`src/rtl/fp_mul_arbiter_if.sv`:
```
// Bundle of request, multiplier and response signals for fp_mul_arbiter.
// Handshake: a transfer happens on a rising edge where valid and ready are both high; the sender holds valid and payload until that edge.
interface fp_mul_arbiter_if #(
  parameter int NUM_REQ = 4,
  parameter int ID_W    = 2
);
  logic [NUM_REQ-1:0]    req_valid;
  logic [NUM_REQ-1:0]    req_ready;
  logic [32*NUM_REQ-1:0] req_a;
  logic [32*NUM_REQ-1:0] req_b;
  logic [31:0]           mul_a;
  logic [31:0]           mul_b;
  logic [31:0]           mul_out;
  logic                  resp_valid;
  logic                  resp_ready;
  logic [31:0]           resp_data;
  logic [ID_W-1:0]       resp_id;
  logic                  busy;
  logic [15:0]           op_count;
  logic [1:0]            dbg_state;

  modport slave (
    input  req_valid, req_a, req_b, mul_out, resp_ready,
    output req_ready, mul_a, mul_b, resp_valid, resp_data, resp_id, busy, op_count, dbg_state
  );

  modport master (
    output req_valid, req_a, req_b, mul_out, resp_ready,
    input  req_ready, mul_a, mul_b, resp_valid, resp_data, resp_id, busy, op_count, dbg_state
  );
endinterface

```
`src/rtl/fp_mul_arbiter.sv`:
```
// Round-robin arbiter sharing one multicycle combinational FP multiplier among NUM_REQ requesters.
// One operation in flight: accept in IDLE, hold operands in WAIT, present the product in RESP.
module fp_mul_arbiter #(
  parameter int NUM_REQ     = 4,
  parameter int MUL_LATENCY = 2,
  parameter int ID_W        = 2
) (
  input  logic             clk,
  input  logic             rst_n,
  fp_mul_arbiter_if.slave  bus
);
  localparam int CNT_W = (MUL_LATENCY > 1) ? $clog2(MUL_LATENCY) : 1;

  typedef enum logic [1:0] {
    IDLE = 2'd0,
    WAIT = 2'd1,
    RESP = 2'd2
  } state_t;

  state_t             state_q, state_d;
  logic [ID_W-1:0]    rr_ptr_q, rr_ptr_d;
  logic [CNT_W-1:0]   cnt_q, cnt_d;
  logic [31:0]        mul_a_q, mul_a_d;
  logic [31:0]        mul_b_q, mul_b_d;
  logic [31:0]        resp_data_q, resp_data_d;
  logic [ID_W-1:0]    resp_id_q, resp_id_d;
  logic [15:0]        op_count_q, op_count_d;
  logic [NUM_REQ-1:0] req_ready_c;
  logic               grant_vld;
  logic [ID_W-1:0]    grant_idx;

  // First valid requester at or after rr_ptr, wrapping around.
  always_comb begin
    grant_vld = 1'b0;
    grant_idx = '0;
    for (int k = 0; k < NUM_REQ; k++) begin
      if (!grant_vld && bus.req_valid[(int'(rr_ptr_q) + k) % NUM_REQ]) begin
        grant_vld = 1'b1;
        grant_idx = ID_W'((int'(rr_ptr_q) + k) % NUM_REQ);
      end
    end
  end

  always_comb begin
    state_d     = state_q;
    rr_ptr_d    = rr_ptr_q;
    cnt_d       = cnt_q;
    mul_a_d     = mul_a_q;
    mul_b_d     = mul_b_q;
    resp_data_d = resp_data_q;
    resp_id_d   = resp_id_q;
    op_count_d  = op_count_q;
    req_ready_c = '0;
    case (state_q)
      IDLE: begin
        if (grant_vld) begin
          req_ready_c[grant_idx] = 1'b1;
          mul_a_d   = bus.req_a[int'(grant_idx)*32 +: 32];
          mul_b_d   = bus.req_b[int'(grant_idx)*32 +: 32];
          resp_id_d = grant_idx;
          rr_ptr_d  = (grant_idx == ID_W'(NUM_REQ - 1)) ? '0 : grant_idx + 1'b1;
          cnt_d     = CNT_W'(MUL_LATENCY - 1);
          state_d   = WAIT;
        end
      end
      WAIT: begin
        // Operands stay frozen so the multiplier path gets MUL_LATENCY full cycles.
        if (cnt_q != '0) begin
          cnt_d = cnt_q - 1'b1;
        end else begin
          resp_data_d = bus.mul_out;
          state_d     = RESP;
        end
      end
      RESP: begin
        if (bus.resp_ready) begin
          op_count_d = op_count_q + 16'd1;
          state_d    = IDLE;
        end
      end
      default: state_d = IDLE;
    endcase
  end

  always_ff @(posedge clk or negedge rst_n) begin
    if (!rst_n) begin
      state_q     <= IDLE;
      rr_ptr_q    <= '0;
      cnt_q       <= '0;
      mul_a_q     <= '0;
      mul_b_q     <= '0;
      resp_data_q <= '0;
      resp_id_q   <= '0;
      op_count_q  <= '0;
    end else begin
      state_q     <= state_d;
      rr_ptr_q    <= rr_ptr_d;
      cnt_q       <= cnt_d;
      mul_a_q     <= mul_a_d;
      mul_b_q     <= mul_b_d;
      resp_data_q <= resp_data_d;
      resp_id_q   <= resp_id_d;
      op_count_q  <= op_count_d;
    end
  end

  // No grant is visible while reset is held, even though the state reads IDLE.
  assign bus.req_ready  = rst_n ? req_ready_c : '0;
  assign bus.mul_a      = mul_a_q;
  assign bus.mul_b      = mul_b_q;
  assign bus.resp_valid = (state_q == RESP);
  assign bus.resp_data  = resp_data_q;
  assign bus.resp_id    = resp_id_q;
  assign bus.busy       = (state_q != IDLE);
  assign bus.op_count   = op_count_q;
  assign bus.dbg_state  = state_q;
endmodule

```
`src/flat_wrapper.sv`:
```
// flat-port wrapper written by rule: the top's interface ports become plain ports
module fp_mul_arbiter_flat 
#(
  parameter int NUM_REQ     = 4,
  parameter int MUL_LATENCY = 2,
  parameter int ID_W        = 2
)
  (clk, rst_n, bus_req_valid, bus_req_a, bus_req_b, bus_mul_out, bus_resp_ready, bus_req_ready, bus_mul_a, bus_mul_b, bus_resp_valid, bus_resp_data, bus_resp_id, bus_busy, bus_op_count, bus_dbg_state);
  fp_mul_arbiter_if #(.NUM_REQ(NUM_REQ), .ID_W(ID_W)) bus_i ();
  input  logic clk;
  input  logic rst_n;
  input wire logic [$bits(bus_i.req_valid)-1:0] bus_req_valid;
  input wire logic [$bits(bus_i.req_a)-1:0] bus_req_a;
  input wire logic [$bits(bus_i.req_b)-1:0] bus_req_b;
  input wire logic [$bits(bus_i.mul_out)-1:0] bus_mul_out;
  input wire logic [$bits(bus_i.resp_ready)-1:0] bus_resp_ready;
  output wire logic [$bits(bus_i.req_ready)-1:0] bus_req_ready;
  output wire logic [$bits(bus_i.mul_a)-1:0] bus_mul_a;
  output wire logic [$bits(bus_i.mul_b)-1:0] bus_mul_b;
  output wire logic [$bits(bus_i.resp_valid)-1:0] bus_resp_valid;
  output wire logic [$bits(bus_i.resp_data)-1:0] bus_resp_data;
  output wire logic [$bits(bus_i.resp_id)-1:0] bus_resp_id;
  output wire logic [$bits(bus_i.busy)-1:0] bus_busy;
  output wire logic [$bits(bus_i.op_count)-1:0] bus_op_count;
  output wire logic [$bits(bus_i.dbg_state)-1:0] bus_dbg_state;
  assign bus_i.req_valid = bus_req_valid;
  assign bus_i.req_a = bus_req_a;
  assign bus_i.req_b = bus_req_b;
  assign bus_i.mul_out = bus_mul_out;
  assign bus_i.resp_ready = bus_resp_ready;
  assign bus_req_ready = bus_i.req_ready;
  assign bus_mul_a = bus_i.mul_a;
  assign bus_mul_b = bus_i.mul_b;
  assign bus_resp_valid = bus_i.resp_valid;
  assign bus_resp_data = bus_i.resp_data;
  assign bus_resp_id = bus_i.resp_id;
  assign bus_busy = bus_i.busy;
  assign bus_op_count = bus_i.op_count;
  assign bus_dbg_state = bus_i.dbg_state;
  fp_mul_arbiter #(.NUM_REQ(NUM_REQ), .MUL_LATENCY(MUL_LATENCY), .ID_W(ID_W)) u_core (.clk(clk), .rst_n(rst_n), .bus(bus_i));
endmodule
```
`config.mk`:
```
export PLATFORM = sky130hd
export DESIGN_NAME = fp_mul_arbiter_flat
export DESIGN_NICKNAME = d
export VERILOG_FILES = /design/src/rtl/fp_mul_arbiter_if.sv /design/src/rtl/fp_mul_arbiter.sv /design/src/flat_wrapper.sv
export SDC_FILE = /design/constraint.sdc
export NUM_CORES = 1
export LEC_CHECK = 0
export ABC_CLOCK_PERIOD_IN_PS = 2100
export BUFFER_PORTS_ARGS = -buffer_cell sky130_fd_sc_hd__buf_2
export CAP_MARGIN = 20
export CORE_AREA = 5 5 157 159
export CTS_BUF_LIST = sky130_fd_sc_hd__clkbuf_2
export DETAILED_ROUTE_END_ITERATION = 6
export DIE_AREA = 0 0 162 164
export GPL_TIMING_DRIVEN = 0
export PLACE_DENSITY_LB_ADDON = 0.08
export SETUP_SLACK_MARGIN = 0.15
export SLEW_MARGIN = 30
export SYNTH_ARGS = -nofsm -noshare
export SYNTH_HDL_FRONTEND = slang
export SYNTH_SLANG_ARGS = --single-unit
```
`constraint.sdc`:
```
create_clock -name clk -period 2.1 [get_ports clk]
set_input_delay 0.42 -clock clk [delete_from_list [all_inputs] [get_ports clk]]
set_output_delay 0.42 -clock clk [all_outputs]
set_load 0.1 [all_outputs]
```
==> flow_summary.json, run 1 <==
{
  "synth.area.mux_share_pct": 26.7,
  "clock-sinks": 119,
  "ctsResizeCount": 296,
  "synth_adder_area_share_pct": 0.405,
  "synth.most_common_cell": "mux2i_1",
  "placed_cell_area_um2": 8830,
  "core.rowCount": 56,
  "gp_congestion": 0.762,
  "synth_edf_count": 0,
  "synth.cell_area_um2": 6180,
  "dp_slack_ns": -0.541,
  "synth.area.top_cells": "dfrtp_1 48%, mux2i_1 21%, o221ai_1 9.1%",
  "ios": 417,
  "synth-warning-count": 0,
  "clk_path_buf_depth": 2,
  "yosys.area_share.simple_pct": 8.34,
  "ys_ff_latch": 119,
  "synth_xor_area_share_pct": 2.12,
  "ctsHoldBuffers": 264,
  "synth_area_leader_cell": "dfrtp_1",
  "stop_stage": "clock tree synthesis",
  "post_cts_buffers": 38,
  "syn_inst": 531,
  "initial_core_util_pct": 26.7,
  "cts_buffers": 17,
  "yosysTopAreaCellShare_pct": 48.1,
  "die_w_um": 162,
  "synthTopCellsByCount": "128 x mux2i_1, 119 x dfrtp_1, 76 x nand2_1, 64 x o221ai_1, 33 x mux2_2",
  "syn-num-nets": 828,
  "synth_compound_area_share_pct": 10.4,
  "synth-async-reset-ratio_pct": 100,
  "ys.flop_type": "dfrtp_1",
  "root_buffer": "clkbuf_2",
  "htree_levels": 4,
  "port_buffers": 416,
  "syn_area_per_cell_um2": 11.6,
  "die_y_um": 164,
  "status": "did not finish",
  "dp_hpwl_mm": 20.4,
  "yosysSeqAreaShare_pct": 48.1,
  "synthDistinctLibCells": 38,
  "synth_top_family_by_area": "multiplexers",
  "tool.error": "[ERROR RSZ-0060] Max buffer count reached."
}
## through the flow
stage	hold WS [ns]	instances
floorplan	0.124	531
global placement	0.456	1237
detailed placement	0.399	1238
## cells by family after synthesis
group                      after synthesis
adders and majority gates                2
buffers and inverters                   42
xor gates and xnor gates                15
AOI/OAI and AO/OA                       74
and+or+nand+nor                        118
muxes                                  161
DFF                                    119
==> run 2, diff against run 1 <==
==> config.mk (replaced) <==
export PLATFORM = sky130hd
export DESIGN_NAME = fp_mul_arbiter_flat
export DESIGN_NICKNAME = d
export VERILOG_FILES = /design/src/rtl/fp_mul_arbiter_if.sv /design/src/rtl/fp_mul_arbiter.sv /design/src/flat_wrapper.sv
export SDC_FILE = /design/constraint.sdc
export NUM_CORES = 1
export LEC_CHECK = 0
export ABC_CLOCK_PERIOD_IN_PS = 2700
export BUFFER_PORTS_ARGS = -buffer_cell sky130_fd_sc_hd__buf_2
export CAP_MARGIN = 20
export CORE_AREA = 5 5 159 161
export DETAILED_ROUTE_END_ITERATION = 6
export DIE_AREA = 0 0 164 166
export GPL_TIMING_DRIVEN = 0
export PLACE_DENSITY_LB_ADDON = 0.15
export SLEW_MARGIN = 30
export SYNTH_ARGS = -nofsm -noshare
export SYNTH_HDL_FRONTEND = slang
export SYNTH_SLANG_ARGS = --single-unit
==> constraint.sdc (replaced) <==
create_clock -name clk -period 2.7 [get_ports clk]
set_input_delay 0.54 -clock clk [delete_from_list [all_inputs] [get_ports clk]]
set_output_delay 0.54 -clock clk [all_outputs]
set_load 0.1 [all_outputs]
==> run 2 against run 1 <==
Net effect: the flow now finishes without violations; synthesized area unchanged; synthesized cell count unchanged.
==> flow_summary.json, run 2 <==
{
  "drive_gt1_share_pct": 54.8,
  "grt_max_degree": 68,
  "die_w_um": 164,
  "required_ns": 2.16,
  "cp.buffers_inverters": 2,
  "tightest_slew_ns": 0.748,
  "htree_levels": 4,
  "synth-warning-count": 0,
  "drc": 0,
  "final_cell_mix": "429 x buf_2, 128 x mux2i_1, 116 x dfrtp_1",
  "grtUsageTotal_pct": 17.6,
  "ant_nets": 0,
  "firstDrtPassIters": 4,
  "fin_skew_ns": 0.0137,
  "grt_pass1_vias": 6408,
  "yosysSeqAreaShare_pct": 48.1,
  "syn-num-nets": 828,
  "final.setup.worst_slack_ns": 0.0788,
  "hp-class": "input port to async pin",
  "initialDrtViolationCount": 198,
  "dp_hpwl_mm": 20.1,
  "grt_pass1_wl_mm": 37.0,
  "cp_cell_sequence": "buf_2 -> nor4_1 -> nor2_2 -> o211ai_1 -> nor2_4 -> buf_6",
  "vias": 5968,
  "synth.most_common_cell": "mux2i_1",
  "min_period_over_period_pct": 97.1,
  "setup.worst_path.end_class": "output port",
  "reg2reg_from": "u_core.rr_ptr_q[0]$_DFFE_PN0P_",
  "initial_core_util_pct": 26.0,
  "cp_slowest_cell": "nor4_1",
  "rrSetupSlack_ns": 0.52,
  "core.rowCount": 57,
  "placed_cells": 1272,
  "slew_viol_final": 0,
  "finalSetupTns_ns": 0,
  "overflow": 0,
  "crit_path_max_incr_delay_ns": 0.68,
  "synth.area.top_cells": "dfrtp_1 48%, mux2i_1 21%, o221ai_1 9.1%",
  "clock-sinks": 119,
  "ios": 417,
  "syn_area_per_cell_um2": 11.6,
  "cp.depth": 6,
  "hold_viol": 0,
  "dp_slack_ns": -0.327,
  "ys.flop_type": "dfrtp_1",
  "status": "completed",
  "cp_max_fo": 6,
  "vias_per_cell": 4.56,
  "clk_latency_ns": 0.41,
  "worst-setup-path-type": "input port to output port",
  "cap_violations": 0,
  "synth_area_leader_cell": "dfrtp_1",
  "syn_inst": 531,
  "setup_viol": 0,
  "r2r_end": "u_core.bus.mul_a[8]$_DFFE_PN0P_",
  "drt-total-wl_mm": 25.2,
  "yosysTopAreaCellShare_pct": 48.1,
  "gp_congestion": 0.769,
  "clk_path_buf_depth": 2,
  "port_buffers": 416,
  "root_buffer": "clkbuf_16",
  "synth-async-reset-ratio_pct": 100,
  "synthTopCellsByCount": "128 x mux2i_1, 119 x dfrtp_1, 76 x nand2_1, 64 x o221ai_1, 33 x mux2_2",
  "synth.cell_area_um2": 6180,
  "reg2regPathDepth": 8,
  "fin_cells": 1309,
  "cts_buffers": 17,
  "cts.reportedPaths.clkPinSlew_ns": 0.06,
  "syn2layout_area_growth_pct": 53.1,
  "fmax_mhz": 382,
  "dieArea_um2": 27200,
  "die_y_um": 166,
  "cts_tree": "built",
  "final_common_cell": "buf_2",
  "synth_edf_count": 0,
  "ys_ff_latch": 119,
  "post_drt_wl_per_cell_um": 19.2,
  "synthDistinctLibCells": 38,
  "nNetsFinal": 1267,
  "slew_headroom_pct": 49.7,
  "critPathLaunchType": "input port",
  "period_needed_ns": 2.62,
  "coreArea_um2": 23800,
  "antenna_found_initial": 6,
  "arrival_ns": 2.08,
  "crit_family": "simple AND/OR/NAND/NOR gates"
}
## run 2: cell type report
class / count / area (µm²)
antenna: 2 / 5.00
buffer: 37 / 221
clock buffer: 18 / 439
clock inverter: 14 / 161
fill: 2476 / 14400
inverter: 4 / 15.0
multi-input combinational: 370 / 3060
sequential: 119 / 2980
tap: 324 / 405
timing repair buffer: 421 / 2180
## run 2: repair_timing
item / 4_1_cts / 5_1_grt
buffers inserted: 2 / 2
endpoints found under the setup margin: 4 / 4
hold buffers: 0 / 0
pin swaps: 1 / 2
gates resized for setup: 11 / 6
## run 2: how the worst max path moves through the flow
stage,endpoint,startpoint
after global placement,bus_req_ready[0],rst_n
after detailed placement,bus_req_ready[3],bus_req_valid[0]
after global routing,bus_req_ready[3],u_core.rr_ptr_q[0]$_DFFE_PN0P_
after CTS,bus_req_ready[3],u_core.rr_ptr_q[0]$_DFFE_PN0P_
after floorplan,bus_req_ready[1],bus_req_valid[2]
final,bus_req_ready[2],bus_req_valid[1]
## run 2: cells by family (layout without fill, tap and decap cells)
group	after synthesis	count (layout)	share of synthesized area, %
muxes	161	161	26.7
DFF	119	119	48.1
and+or+nand+nor	118	118	8.34
AOI/OAI and AO/OA	74	74	10.4
buffers and inverters	42	494	3.84
xor gates and xnor gates	15	15	2.12
adders and majority gates	2	2	0.405
other	0	2	0
## run 2: metal layers
metal	vias to the layer above	track usage (%)	routed length, µm
met5	-	0	41
met4	8	4.27	339
met3	27	6.65	2310
met2	234	30.5	12600
met1	2840	20.6	9860
li1	2859	-	-
## run 2: metrics by stage
stage / hold slack, ns / cell area, µm² / utilization (%)
final: 0.0359 / 9470 / 39.8
after global routing: 0.0564 / 9470 / 39.8
after CTS: 0.0474 / 9420 / 39.6
after detailed placement: 0.461 / 8780 / 36.9
after global placement: 0.456 / 8750 / 36.7
after floorplan: 0.244 / 6260 / -
## run 2: worst reg2reg max path, stage by stage (launching register included)
cell and delay (ns):
dfrtp_1 0.41, nor2b_1 0.20, nor2_2 0.09, o221ai_4 0.18, buf_6 0.16, buf_4 0.20, buf_2 0.34, mux2i_1 0.31
o221ai_1 0.14
Power of run 2 is left out: the tool's default activity adds up to more than one toggle a clock period on the data nets, which glitch-free logic cannot reach.
==> run 3, diff against run 2 <==
--- a/config.mk
+++ b/config.mk
@@ -12,6 +12,7 @@
 export DETAILED_ROUTE_END_ITERATION = 6
 export DIE_AREA = 0 0 164 166
 export GPL_TIMING_DRIVEN = 0
+export HOLD_SLACK_MARGIN = 0.08
 export PLACE_DENSITY_LB_ADDON = 0.15
 export SLEW_MARGIN = 30
 export SYNTH_ARGS = -nofsm -noshare
==> run 3 against run 2 <==
Net effect: via count up 0.18%; global-route usage up 0.22 points; first-iteration DRC count up 8.1%; die area unchanged; non-clock buffer count up 2; largest cell class unchanged.
==> flow_summary.json, run 3 (synthesis results as in run 2) <==
{
  "grt_pass1_wl_mm": 37.4,
  "dieArea_um2": 27200,
  "rsz0062_at_grt": "true",
  "period_needed_ns": 2.59,
  "post_drt_wl_per_cell_um": 19.4,
  "grt_max_degree": 68,
  "antenna_found_initial": 6,
  "fillerInstances": 2471,
  "cts_buffers": 17,
  "cp-startpoint": "bus_req_valid[1]",
  "drive_gt1_share_pct": 54.8,
  "dp_hpwl_mm": 20.1,
  "coreArea_um2": 23800,
  "grt_pass1_vias": 6419,
  "initial_core_util_pct": 26.0,
  "min_period_over_period_pct": 96.0,
  "drc": 0,
  "syn2layout_area_growth_pct": 53.6,
  "setup_viol": 0,
  "clock-sinks": 119,
  "fin_skew_ns": 0.0134,
  "cp_max_fo": 6,
  "cts.reportedPaths.clkPinSlew_ns": 0.06,
  "nNetsFinal": 1269,
  "vias_per_cell": 4.56,
  "status": "completed",
  "arrival_ns": 2.05,
  "final_cell_mix": "429 x buf_2, 128 x mux2i_1, 116 x dfrtp_1",
  "firstDrtPassIters": 4,
  "fmax_mhz": 386,
  "htree_levels": 4,
  "placed_cell_area_um2": 8780,
  "ios": 417,
  "slew_viol_final": 0,
  "initialDrtViolationCount": 214,
  "clk_path_buf_depth": 2,
  "grtUsageTotal_pct": 17.8,
  "cap_violations": 0,
  "overflow": 0,
  "multi_input_area_um2": 3050,
  "vias": 5979,
  "core.rowCount": 57,
  "clk_latency_ns": 0.41,
  "ant_nets": 0,
  "final_common_cell": "buf_2",
  "final_cell_area_um2": 9500,
  "setup.worst_path.end_class": "output port",
  "gp_congestion": 0.769,
  "worst-setup-path-type": "input port to output port",
  "drt-total-wl_mm": 25.4,
  "holdWs_ns": 0.108,
  "hp-class": "input port to async pin",
  "critPathLaunchType": "input port",
  "slew_headroom_pct": 51.0,
  "cts_tree": "built",
  "regArea_um2": 2980,
  "die_y_um": 166,
  "required_ns": 2.16,
  "hold_viol": 0,
  "root_buffer": "clkbuf_16",
  "port_buffers": 416,
  "die_w_um": 164,
  "tightest_slew_ns": 0.729,
  "reg2reg_from": "u_core.rr_ptr_q[0]$_DFFE_PN0P_"
}
## run 3: changes by cell type in the layout (fill, tap and decap cells not counted)
| cell | previous run | this run |
|---|---|---|
| buf_16 | 1 | 2 |
| dlygate4sd3_1 | 0 | 1 |
| ha_1 | 2 | 1 |
| ha_2 | 0 | 1 |
| nor2_1 | 11 | 12 |
| nor2_2 | 2 | 1 |
| o221ai_2 | 0 | 1 |
| o221ai_4 | 1 | 0 |
## run 3: what timing repair did
item / in CTS / in global routing
setup endpoints to repair: 4 / 4
pin swaps: 1 / 0
resized for setup: 11 / 5
hold buffers: 2 / 0
setup buffers: 2 / 2
hold endpoints to repair: 51 / 0
## run 3: final cells by class
cell class | instances | share of cell area (%)
diodes | 2 | 0.0527
repair buffers | 423 | 23.4
clock inverters | 14 | 1.70
well taps | 324 | 4.27
multi-input cells | 370 | 32.1
plain buffers | 37 | 2.33
flip-flops and latches | 119 | 31.4
clock buffers | 18 | 4.62
inverters | 4 | 0.158
## run 3: worst max-delay path: stages
cell and delay, ns:
buf_2 0.14, nor4_1 0.66, nor2_2 0.17, o211ai_1 0.29
nor2_4 0.05, buf_6 0.20
## run 3: stage by stage
step | instances | setup WS, ns | TNS (ns) | utilization (%)
floorplan | 531 | -0.209 | -0.209 | -
global placement | 1271 | -1.98 | -89.21 | 36.7
detailed placement | 1272 | -0.327 | -0.527 | 36.9
CTS | 1307 | -0.0561 | -0.0561 | 39.7
global route | 1311 | -0.00676 | -0.00676 | 39.9
finish | 1311 | 0.107 | 0 | 39.9
## run 3: path summary, 6_finish.rpt
kind / end / depth (start not counted) / slack, ns
max in group asynchronous: u_core.bus.mul_b[1]$_DFFE_PN0P_ / 2 / 1.77
min in group clk: u_core.bus.resp_data[6]$_DFFE_PN0P_ / 2 / 0.35
worst min register to register: u_core.bus.op_count[15]$_DFFE_PN0P_ / 1 / 0.47
worst max-delay path: bus_req_ready[2] / 6 / 0.11
worst min-delay path: u_core.bus.resp_data[24]$_DFFE_PN0P_ / 2 / 0.11
worst max register to register: u_core.bus.mul_a[8]$_DFFE_PN0P_ / 8 / 0.53
## run 3: metal layers
metal	wire (µm)	global-route usage, %	vias up
met5	41	0	-
met4	339	4.27	8
met3	2300	6.65	27
met2	12800	31.0	233
met1	9950	20.8	2845
li1	-	-	2866
Power of run 3 is left out for the same reason.
